**config.mk**
```make
export PLATFORM = sky130hd
export DESIGN_NAME = vtg_timing_gen_flat
export DESIGN_NICKNAME = d
export VERILOG_FILES = /design/src/rtl/vtg_pkg.sv /design/src/rtl/vtg_timing_gen_if.sv /design/src/rtl/vtg_pattern.sv /design/src/rtl/vtg_timing_gen.sv /design/src/flat_wrapper.sv
export SDC_FILE = /design/constraint.sdc
export NUM_CORES = 1
export LEC_CHECK = 0
export BUFFER_PORTS_ARGS = -buffer_cell sky130_fd_sc_hd__buf_2
export CELL_PAD_IN_SITES_DETAIL_PLACEMENT = 1
export CELL_PAD_IN_SITES_GLOBAL_PLACEMENT = 2
export CORE_MARGIN = 2
export CORE_UTILIZATION = 31
export CTS_CLUSTER_DIAMETER = 50
export CTS_CLUSTER_SIZE = 12
export DETAILED_ROUTE_END_ITERATION = 12
export MAX_ROUTING_LAYER = met4
export PLACE_DENSITY_LB_ADDON = 0.1
export SLEW_MARGIN = 20
export SYNTH_ARGS = -nofsm -noshare
export SYNTH_HDL_FRONTEND = slang
export SYNTH_SLANG_ARGS = --single-unit
```
**constraint.sdc**
```tcl
create_clock -name i_clk -period 2.6 [get_ports i_clk]
set_clock_uncertainty 0.05 [all_clocks]
set_input_delay 0.52 -clock i_clk [delete_from_list [all_inputs] [get_ports i_clk]]
set_output_delay 0.52 -clock i_clk [all_outputs]
set_load 0.03 [all_outputs]
```
**src/rtl/vtg_pkg.sv**
```systemverilog
// vtg_pkg: shared types and constants for the video timing generator.
// Colour-bar table is consumed only when VTG_TEST_PATTERN_EN is defined.
package vtg_pkg;

  typedef logic [11:0] coord_t;
  typedef logic [12:0] span_t;

  typedef struct packed {
    span_t active;
    span_t fp;
    span_t sync;
    span_t bp;
  } axis_t;

  // White, yellow, cyan, green, magenta, red, blue, black
  localparam logic [0:7][23:0] BAR_RGB = {
    24'hFFFFFF, 24'hFFFF00, 24'h00FFFF, 24'h00FF00,
    24'hFF00FF, 24'hFF0000, 24'h0000FF, 24'h000000
  };

  function automatic logic in_active(coord_t c, axis_t a);
    return {1'b0, c} < a.active;
  endfunction

  function automatic logic in_sync(coord_t c, axis_t a);
    span_t lo;
    span_t hi;
    lo = a.active + a.fp;
    hi = lo + a.sync;
    return ({1'b0, c} >= lo) && ({1'b0, c} < hi);
  endfunction

endpackage

```
**src/rtl/vtg_timing_gen_if.sv**
```systemverilog
// vtg_timing_gen_if: video timing bundle towards the TMDS encoder.
// o_rgb exists only when VTG_TEST_PATTERN_EN is defined.
interface vtg_timing_gen_if;
  import vtg_pkg::*;

  logic   o_hs;
  logic   o_vs;
  logic   o_de;
  coord_t o_x;
  coord_t o_y;
  logic   o_sof;
`ifdef VTG_TEST_PATTERN_EN
  logic [23:0] o_rgb;
`endif

  modport master (
    output o_hs, o_vs, o_de, o_x, o_y, o_sof
`ifdef VTG_TEST_PATTERN_EN
    , output o_rgb
`endif
  );

  modport slave (
    input o_hs, o_vs, o_de, o_x, o_y, o_sof
`ifdef VTG_TEST_PATTERN_EN
    , input o_rgb
`endif
  );

endinterface

```
**src/rtl/vtg_pattern.sv**
```systemverilog
// vtg_pattern: eight vertical colour bars, registered alongside o_de.
// Instantiated only when VTG_TEST_PATTERN_EN is defined.
module vtg_pattern
  import vtg_pkg::*;
#(
  parameter int H_ACTIVE = 640
) (
  input  logic        i_clk,
  input  logic        i_rst,
  input  logic        i_ce,
  input  coord_t      h_cnt,
  input  logic        de,
  output logic [23:0] o_rgb
);

  localparam int BAR_W = (H_ACTIVE >= 8) ? H_ACTIVE / 8 : 1;

  coord_t      bar;
  logic [23:0] rgb_d;

  assign bar = h_cnt / coord_t'(BAR_W);

  // Leftover pixels when H_ACTIVE is not a multiple of 8 stay black
  always_comb begin
    rgb_d = '0;
    if (de) begin
      if (bar > coord_t'(7))
        rgb_d = BAR_RGB[7];
      else
        rgb_d = BAR_RGB[bar[2:0]];
    end
  end

  always_ff @(posedge i_clk) begin
    if (i_rst)
      o_rgb <= '0;
    else if (i_ce)
      o_rgb <= rgb_d;
  end

endmodule

```
**src/rtl/vtg_timing_gen.sv**
```systemverilog
// vtg_timing_gen: raster counters with registered sync/DE/coordinate decode.
// Define VTG_TEST_PATTERN_EN to add the colour-bar output o_rgb.
module vtg_timing_gen
  import vtg_pkg::*;
#(
  parameter int   H_ACTIVE = 640,
  parameter int   H_FP     = 16,
  parameter int   H_SYNC   = 96,
  parameter int   H_BP     = 48,
  parameter int   V_ACTIVE = 480,
  parameter int   V_FP     = 10,
  parameter int   V_SYNC   = 2,
  parameter int   V_BP     = 33,
  parameter logic SYNC_POL = 1'b0
) (
  input  logic             i_clk,
  input  logic             i_rst,
  input  logic             i_ce,
  vtg_timing_gen_if.master vid
);

  localparam int H_TOTAL = H_ACTIVE + H_FP + H_SYNC + H_BP;
  localparam int V_TOTAL = V_ACTIVE + V_FP + V_SYNC + V_BP;

  if (H_TOTAL > 4096 || V_TOTAL > 4096) begin : g_bad_total
    $error("vtg_timing_gen: H_TOTAL/V_TOTAL exceed 4096");
  end

  localparam axis_t H_AX = '{
    active: span_t'(H_ACTIVE), fp: span_t'(H_FP),
    sync:   span_t'(H_SYNC),   bp: span_t'(H_BP)
  };
  localparam axis_t V_AX = '{
    active: span_t'(V_ACTIVE), fp: span_t'(V_FP),
    sync:   span_t'(V_SYNC),   bp: span_t'(V_BP)
  };

  localparam coord_t H_LAST = coord_t'(H_TOTAL - 1);
  localparam coord_t V_LAST = coord_t'(V_TOTAL - 1);

  coord_t h_cnt;
  coord_t v_cnt;
  logic   h_last;
  logic   v_last;
  logic   de;
  logic   hs;
  logic   vs;
  logic   sof;

  logic   de_q;
  logic   hs_q;
  logic   vs_q;
  logic   sof_q;
  coord_t x_q;
  coord_t y_q;

  assign h_last = (h_cnt == H_LAST);
  assign v_last = (v_cnt == V_LAST);

  // v_cnt only moves on the line wrap, so vs toggles at h_cnt=0
  assign de  = in_active(h_cnt, H_AX) && in_active(v_cnt, V_AX);
  assign hs  = in_sync(h_cnt, H_AX) ? SYNC_POL : ~SYNC_POL;
  assign vs  = in_sync(v_cnt, V_AX) ? SYNC_POL : ~SYNC_POL;
  assign sof = (h_cnt == '0) && (v_cnt == '0);

  always_ff @(posedge i_clk) begin
    if (i_rst) begin
      h_cnt <= '0;
      v_cnt <= '0;
      de_q  <= 1'b0;
      hs_q  <= ~SYNC_POL;
      vs_q  <= ~SYNC_POL;
      sof_q <= 1'b0;
      x_q   <= '0;
      y_q   <= '0;
    end else if (i_ce) begin
      h_cnt <= h_last ? '0 : h_cnt + coord_t'(1);
      if (h_last)
        v_cnt <= v_last ? '0 : v_cnt + coord_t'(1);
      de_q  <= de;
      hs_q  <= hs;
      vs_q  <= vs;
      sof_q <= sof;
      x_q   <= de ? h_cnt : '0;
      y_q   <= de ? v_cnt : '0;
    end
  end

  assign vid.o_de  = de_q;
  assign vid.o_hs  = hs_q;
  assign vid.o_vs  = vs_q;
  assign vid.o_sof = sof_q;
  assign vid.o_x   = x_q;
  assign vid.o_y   = y_q;

`ifdef VTG_TEST_PATTERN_EN
  logic [23:0] rgb;

  vtg_pattern #(
    .H_ACTIVE (H_ACTIVE)
  ) u_pattern (
    .i_clk (i_clk),
    .i_rst (i_rst),
    .i_ce  (i_ce),
    .h_cnt (h_cnt),
    .de    (de),
    .o_rgb (rgb)
  );

  assign vid.o_rgb = rgb;
`endif

endmodule

```
**src/flat_wrapper.sv**
```systemverilog
// flat-port wrapper written by rule: the top's interface ports become plain ports
module vtg_timing_gen_flat import vtg_pkg::*;
#(
  parameter int   H_ACTIVE = 640,
  parameter int   H_FP     = 16,
  parameter int   H_SYNC   = 96,
  parameter int   H_BP     = 48,
  parameter int   V_ACTIVE = 480,
  parameter int   V_FP     = 10,
  parameter int   V_SYNC   = 2,
  parameter int   V_BP     = 33,
  parameter logic SYNC_POL = 1'b0
)
  (i_clk, i_rst, i_ce, vid_o_hs, vid_o_vs, vid_o_de, vid_o_x, vid_o_y, vid_o_sof);
  vtg_timing_gen_if vid_i ();
  input  logic i_clk;
  input  logic i_rst;
  input  logic i_ce;
  output wire logic [$bits(vid_i.o_hs)-1:0] vid_o_hs;
  output wire logic [$bits(vid_i.o_vs)-1:0] vid_o_vs;
  output wire logic [$bits(vid_i.o_de)-1:0] vid_o_de;
  output wire logic [$bits(vid_i.o_x)-1:0] vid_o_x;
  output wire logic [$bits(vid_i.o_y)-1:0] vid_o_y;
  output wire logic [$bits(vid_i.o_sof)-1:0] vid_o_sof;
  assign vid_o_hs = vid_i.o_hs;
  assign vid_o_vs = vid_i.o_vs;
  assign vid_o_de = vid_i.o_de;
  assign vid_o_x = vid_i.o_x;
  assign vid_o_y = vid_i.o_y;
  assign vid_o_sof = vid_i.o_sof;
  vtg_timing_gen #(.H_ACTIVE(H_ACTIVE), .H_FP(H_FP), .H_SYNC(H_SYNC), .H_BP(H_BP), .V_ACTIVE(V_ACTIVE), .V_FP(V_FP), .V_SYNC(V_SYNC), .V_BP(V_BP), .SYNC_POL(SYNC_POL)) u_core (.i_clk(i_clk), .i_rst(i_rst), .i_ce(i_ce), .vid(vid_i));
endmodule
```
==> impl_metrics.env, run 1 <==
export IMPL_ys_seq_area_share_pct=48.60
export IMPL_synth_seq_cells=52
export IMPL_grt_pass1_wl_um=9156
export IMPL_regToRegStartpoint="u_core.h_cnt[11]"
export IMPL_clk_latency_ns=0.31
export IMPL_slew_headroom_pct=72.57
export IMPL_cp_arrival_ns=2.58
export IMPL_post_cts_buffers=0
export IMPL_setup_viol=0
export IMPL_fmax_mhz=419.5
export IMPL_postCtsResizedCells=0
export IMPL_die_width_um=87.13
export IMPL_hp_class="flop to flop"
export IMPL_slew_violations=0
export IMPL_critPathCaptureType="flop"
export IMPL_nets=266
export IMPL_cts_root_buf="clkbuf_8"
export IMPL_ant_nets=0
export IMPL_synthCells=227
export IMPL_syn2layout_area_growth_pct=18.52
export IMPL_clkTransAtPathRegs_ns=0.09
export IMPL_syn_area_per_cell_um2=9.436
export IMPL_clock_sinks=52
export IMPL_post_route_period_util_pct=91.68
export IMPL_startpoint="u_core.h_cnt[11]"
export IMPL_power_total_mw=1.528
export IMPL_grt_max_degree=25
export IMPL_tightest_slew_ns=0.4077
export IMPL_holdWs_ns=0.4043
export IMPL_antennaDiodeCount=0
export IMPL_most_common_layout_cells="dfxtp_1, buf_2, nor2_1"
export IMPL_drc=0
export IMPL_placed_area_um2=2410
export IMPL_maxCapViolCount=0
export IMPL_reg2reg_slack_ns=0.22
export IMPL_rows=30
export IMPL_clockBufferDepth=2
export IMPL_synth_edff_count=0
export IMPL_ir_drop_uv=240.5
export IMPL_power_leakage_nw=1.009
export IMPL_port_buffers=30
export IMPL_overflow=0
export IMPL_hold_buffers=0
export IMPL_start_util_pct=31.70
export IMPL_routabilityCongestion=0.7204
export IMPL_async_reset_ff_share_pct=0
export IMPL_wire_per_inst_um=15.92
export IMPL_rsz0062_at_grt="false"
export IMPL_antenna_found_initial=0
export IMPL_die_h_um=87.13
export IMPL_firstDrtPassIters=4
export IMPL_hold_viol=0
export IMPL_status="finished, final reports clean"
export IMPL_ys_types=39
export IMPL_synth_fp_nets=234
export IMPL_post_dp_hpwl_um=3916
export IMPL_vias=1793
export IMPL_ioPinCount=31
export IMPL_htreeDepth=2
export IMPL_core_um2=6756
export IMPL_cts_tree="done"
export IMPL_vias_per_cell=5.289
export IMPL_yosys_warnings=0
export IMPL_p_per_area_nw_per_um2=601.8
export IMPL_track_usage_pct=16.09
export IMPL_syn_area_um2=2142
export IMPL_cp_required_ns=2.80
export IMPL_min_from="u_core.vid.o_de"
export IMPL_drive_gt1_share_pct=21.62
export IMPL_drt_total_wl_um=5398
export IMPL_post_route_util_pct=37.57
export IMPL_cts_buffers=5
export IMPL_worstSetupPathType="flop to flop"
export IMPL_tns_ns=0
export IMPL_startpoint_type="flop"
export IMPL_fin_crit_ns=2.384
export IMPL_synthFlopType="dfxtp_1"
export IMPL_drtIter0Drc=61
export IMPL_path_max_fanout=24
export IMPL_fp_dieArea_um2=7591
export IMPL_grt_pass1_vias=1727
export IMPL_layout_commonest_cell="dfxtp_1"
export IMPL_design_area_um2=2539
==> through the flow <==
stage               instances  setup slack (ns)
detailed placement        332            0.2319
finish                    339            0.2163
global route              339            0.1235
CTS                       339            0.2040
global placement          332            0.2698
floorplan                 227           0.03973
==> where the power goes <==
group	switching [mW]	internal, mW
clock	0.271	0.379
sequential	0.00714	0.804
combinational	0.0425	0.0248
total	0.321	1.21
==> area by class of cell <==
class / count / area (µm²)
clock inverter: 2 / 60.06
multi-input combinational: 151 / 994.7
tap: 80 / 100.1
sequential: 52 / 1041
fill: 797 / 4218
timing repair buffer: 44 / 255.2
clock buffer: 5 / 68.82
inverter: 5 / 18.77
==> worst max-delay path, cell delays in order (launching register included) <==
cell and delay, ns:
dfxtp_1 0.34, or4_4 0.53, or4_1 0.51, buf_4 0.22, or4b_1 0.52, a21oi_1 0.15
==> cells by family (layout without fill, tap and decap cells) <==
group                      Yosys count  count (layout)  synth area share, %
muxes                                1               1               0.4673
AOI/OAI and AO/OA                   46              46                15.60
buffers and inverters               24              56                4.965
and+or+nand+nor                     89              89                23.54
adders and majority gates            4               4                2.337
DFF                                 52              52                48.60
xor gates and xnor gates            11              11                4.498
==> per-layer routing <==
metal / global-route usage (%) / up-vias / part of all wire (%)
met3: 3.128 / 7 / 3.4
li1: - / 888 / -
met5: - / - / 0
met1: 22.22 / 865 / 51
met4: 5.035 / 0 / 1.5
met2: 23.73 / 33 / 44
==> state kept, by name, summed over array words and instances, names as in the netlist <==
register and count:
u_core.vid.o_y 12, u_core.vid.o_hs 1, u_core.vid.o_sof 1, u_core.vid.o_x 12, u_core.vid.o_vs 1, u_core.h_cnt 12, u_core.v_cnt 12, u_core.vid.o_de 1
==> synthesized netlist by cell type, types with 2 or more instances <==
master	count	area (µm²)
inv_1	5	18.77
dfxtp_1	52	1041
xor2_1	6	52.55
and3_1	3	18.77
nor2_1	21	78.83
nand3_1	7	35.03
ha_1	4	50.05
and4_1	3	26.28
buf_6	2	22.52
o31ai_1	6	45.04
clkbuf_1	16	60.06
a22o_1	19	166.4
nor3_1	4	20.02
xnor2_1	5	43.79
o21ai_0	4	20.02
nor4_1	3	18.77
or4_1	6	45.04
or3_1	4	25.02
nand4_1	11	68.82
and2_1	5	31.28
a21oi_1	12	60.06
nand2_1	12	45.04
==> worst paths after layout <==
check | end | cells after the start
worst min-delay path | u_core.vid.o_de | 1
worst max-delay path | u_core.v_cnt[11] | 5
worst max register to register | u_core.v_cnt[11] | 5
worst min register to register | u_core.vid.o_de | 1
(Power assumes the default switching activity.)
==> inputs of run 2 (changes only) <==
--- a/config.mk
+++ b/config.mk
@@ -9,7 +9,8 @@
 export CELL_PAD_IN_SITES_DETAIL_PLACEMENT = 1
 export CELL_PAD_IN_SITES_GLOBAL_PLACEMENT = 2
 export CORE_MARGIN = 2
-export CORE_UTILIZATION = 31
+export CORE_UTILIZATION = 33
+export CTS_BUF_LIST = sky130_fd_sc_hd__clkbuf_4 sky130_fd_sc_hd__clkbuf_8
 export CTS_CLUSTER_DIAMETER = 50
 export CTS_CLUSTER_SIZE = 12
 export DETAILED_ROUTE_END_ITERATION = 12
==> run 2 against run 1 <==
- sequential share of layout area is 1.2 points higher
- wire length grew 1.1%
- critical path depth unchanged
- flip-flop and latch count did not move
- via count decreased by 1.4%
- count of clock-buffer cells in the layout unchanged
- largest cell class unchanged
- highest routed layer unchanged
==> impl_metrics.env, run 2 (synthesis results as in run 1) <==
export IMPL_status="finished, final reports clean"
export IMPL_clk_latency_ns=0.31
export IMPL_cts_tree="done"
export IMPL_whs_path_depth=1
export IMPL_grt_pass1_wl_um=9149
export IMPL_vias_per_cell=5.325
export IMPL_overflow=0
export IMPL_vias=1768
export IMPL_power_leakage_nw=0.9613
export IMPL_slew_violations=0
export IMPL_postCtsResizedCells=0
export IMPL_tightest_slew_ns=0.4998
export IMPL_startpoint_type="flop"
export IMPL_cp_required_ns=2.79
export IMPL_nets=261
export IMPL_p_comb_share_pct=4.8
export IMPL_grt_pass1_vias=1801
export IMPL_die_h_um=84.57
export IMPL_post_route_period_util_pct=91.91
export IMPL_crit_buf_inv=1
export IMPL_grt_max_degree=25
export IMPL_min_from="u_core.vid.o_de"
export IMPL_drtIter0Drc=80
export IMPL_ant_nets=0
export IMPL_port_buffers=30
export IMPL_antennaDiodeCount=0
export IMPL_antenna_found_initial=0
export IMPL_reg2regPathDepth=5
export IMPL_hold_buffers=0
export IMPL_ioPinCount=31
export IMPL_most_common_layout_cells="dfxtp_1, buf_2, nor2_1"
export IMPL_ir_drop_uv=291.4
export IMPL_htreeDepth=2
export IMPL_setup_viol=0
export IMPL_track_usage_pct=16.51
export IMPL_setup_slack_ns=0.2103
export IMPL_clkPwrFrac_pct=35.6
export IMPL_clkTransAtPathRegs_ns=0.10
export IMPL_critical_path_depth=5
export IMPL_cpMostUsedCell="or4_1"
export IMPL_drt_total_wl_um=5457
export IMPL_hold_viol=0
export IMPL_core_um2=6314
export IMPL_crit_chain="or4_4, or4_1, buf_4, or4_1, a21oi_1"
export IMPL_post_cts_buffers=0
export IMPL_hp_class="flop to flop"
export IMPL_reg2reg_to="u_core.v_cnt[10]"
export IMPL_worstSetupPathType="flop to flop"
export IMPL_cts_root_buf="clkbuf_8"
export IMPL_post_dp_hpwl_um=3842
export IMPL_fin_crit_ns=2.390
export IMPL_tns_ns=0
export IMPL_cts_buffers=5
export IMPL_start_util_pct=33.93
export IMPL_drive_gt1_share_pct=20.39
export IMPL_rsz0062_at_grt="false"
export IMPL_switchingPower_mw=0.3388
export IMPL_wire_per_inst_um=16.44
export IMPL_critPathSlowestCell="or4_1"
export IMPL_cp_arrival_ns=2.58
export IMPL_p_per_area_nw_per_um2=552.6
export IMPL_p_int_mw=1.023
export IMPL_path_max_fanout=24
export IMPL_die_width_um=84.57
export IMPL_reg2reg_slack_ns=0.21
export IMPL_firstDrtPassIters=4
export IMPL_post_route_util_pct=39.02
export IMPL_drc=0
export IMPL_layout_commonest_cell="dfxtp_1"
export IMPL_n_fill_cell=767
export IMPL_rows=29
export IMPL_crit_family="simple AND/OR/NAND/NOR gates"
export IMPL_swShare_pct=24.89
export IMPL_maxCapViolCount=0
export IMPL_routabilityCongestion=0.7022
export IMPL_regToRegStartpoint="u_core.h_cnt[6]"
export IMPL_slew_headroom_pct=66.66
export IMPL_fp_dieArea_um2=7151
export IMPL_place_ws_ns=0.2258
export IMPL_syn2layout_area_growth_pct=15.01
export IMPL_clock_sinks=52
export IMPL_slowest_delay_ns=0.52
export IMPL_critPathCaptureType="flop"
export IMPL_fmax_mhz=418.5
export IMPL_clockBufferDepth=2
export IMPL_p_seq_share_pct=59.6
export IMPL_holdPathEnd="u_core.vid.o_de"
==> run 2: cell types whose count changed in the layout (fill, tap and decap cells not counted), sizes merged <==
cell	previous run	this run
clkinvlp	0	2
bufinv	2	0
inv	5	6
buf	44	39
==> run 2: stage by stage <==
step | cells | hold slack [ns] | power (mW) | area, µm²
CTS | 332 | 0.4098 | 1.386 | 2464
detailed placement | 324 | 0.3840 | 0.8962 | 2369
floorplan | 227 | 0.4095 | 0.8724 | 2142
global placement | 324 | 0.3791 | 0.8953 | 2369
finish | 332 | 0.4026 | 1.361 | 2464
global route | 332 | 0.4261 | 1.418 | 2464
==> run 2: power groups by stage <==
stage	combinational [mW]	clock, mW	sequential, mW
finish	0.0656	0.485	0.811
global route	0.0729	0.533	0.813
CTS	0.0669	0.508	0.811
detailed placement	0.0667	0	0.829
global placement	0.0659	0	0.829
floorplan	0.0361	0	0.836
==> run 2: final cells by class <==
class	instances	area, µm²	share of cell area [%]
inverter	5	18.77	0.7618
multi-input combinational	151	994.7	40.38
clock inverter	3	26.28	1.067
clock buffer	5	68.82	2.793
tap	77	96.34	3.911
sequential	52	1041	42.26
timing repair buffer	39	217.7	8.837
==> run 2: how the worst max path moves through the flow <==
stage | end | slack (ns) | startpoint
2_1_floorplan | u_core.v_cnt[11] | 0.04 | i_ce
6_report | u_core.v_cnt[10] | 0.21 | u_core.h_cnt[6]
3_5_place_dp | u_core.v_cnt[11] | 0.23 | u_core.h_cnt[6]
4_1_cts | u_core.v_cnt[10] | 0.20 | u_core.h_cnt[6]
3_3_place_gp | u_core.v_cnt[5] | 0.25 | u_core.h_cnt[6]
5_1_grt | u_core.v_cnt[7] | 0.09 | u_core.h_cnt[6]
==> run 2: worst register-to-register path: cells and delay by family (launching register included) <==
kind                   cells  cell delay, ns
AND/OR/NAND/NOR            3            1.52
flip-flops                 1            0.39
buffers and inverters      1            0.22
AO/OA/AOI/OAI              1            0.14
==> run 2: routing by layer <==
metal	track usage, %	wire length, µm	vias to the layer above	share of wire, %
met5	-	0	-	0
met2	25.20	2440	27	45
met1	22.21	2804	861	51
met4	4.762	35	0	0.64
li1	-	-	876	-
met3	3.343	175	4	3.2
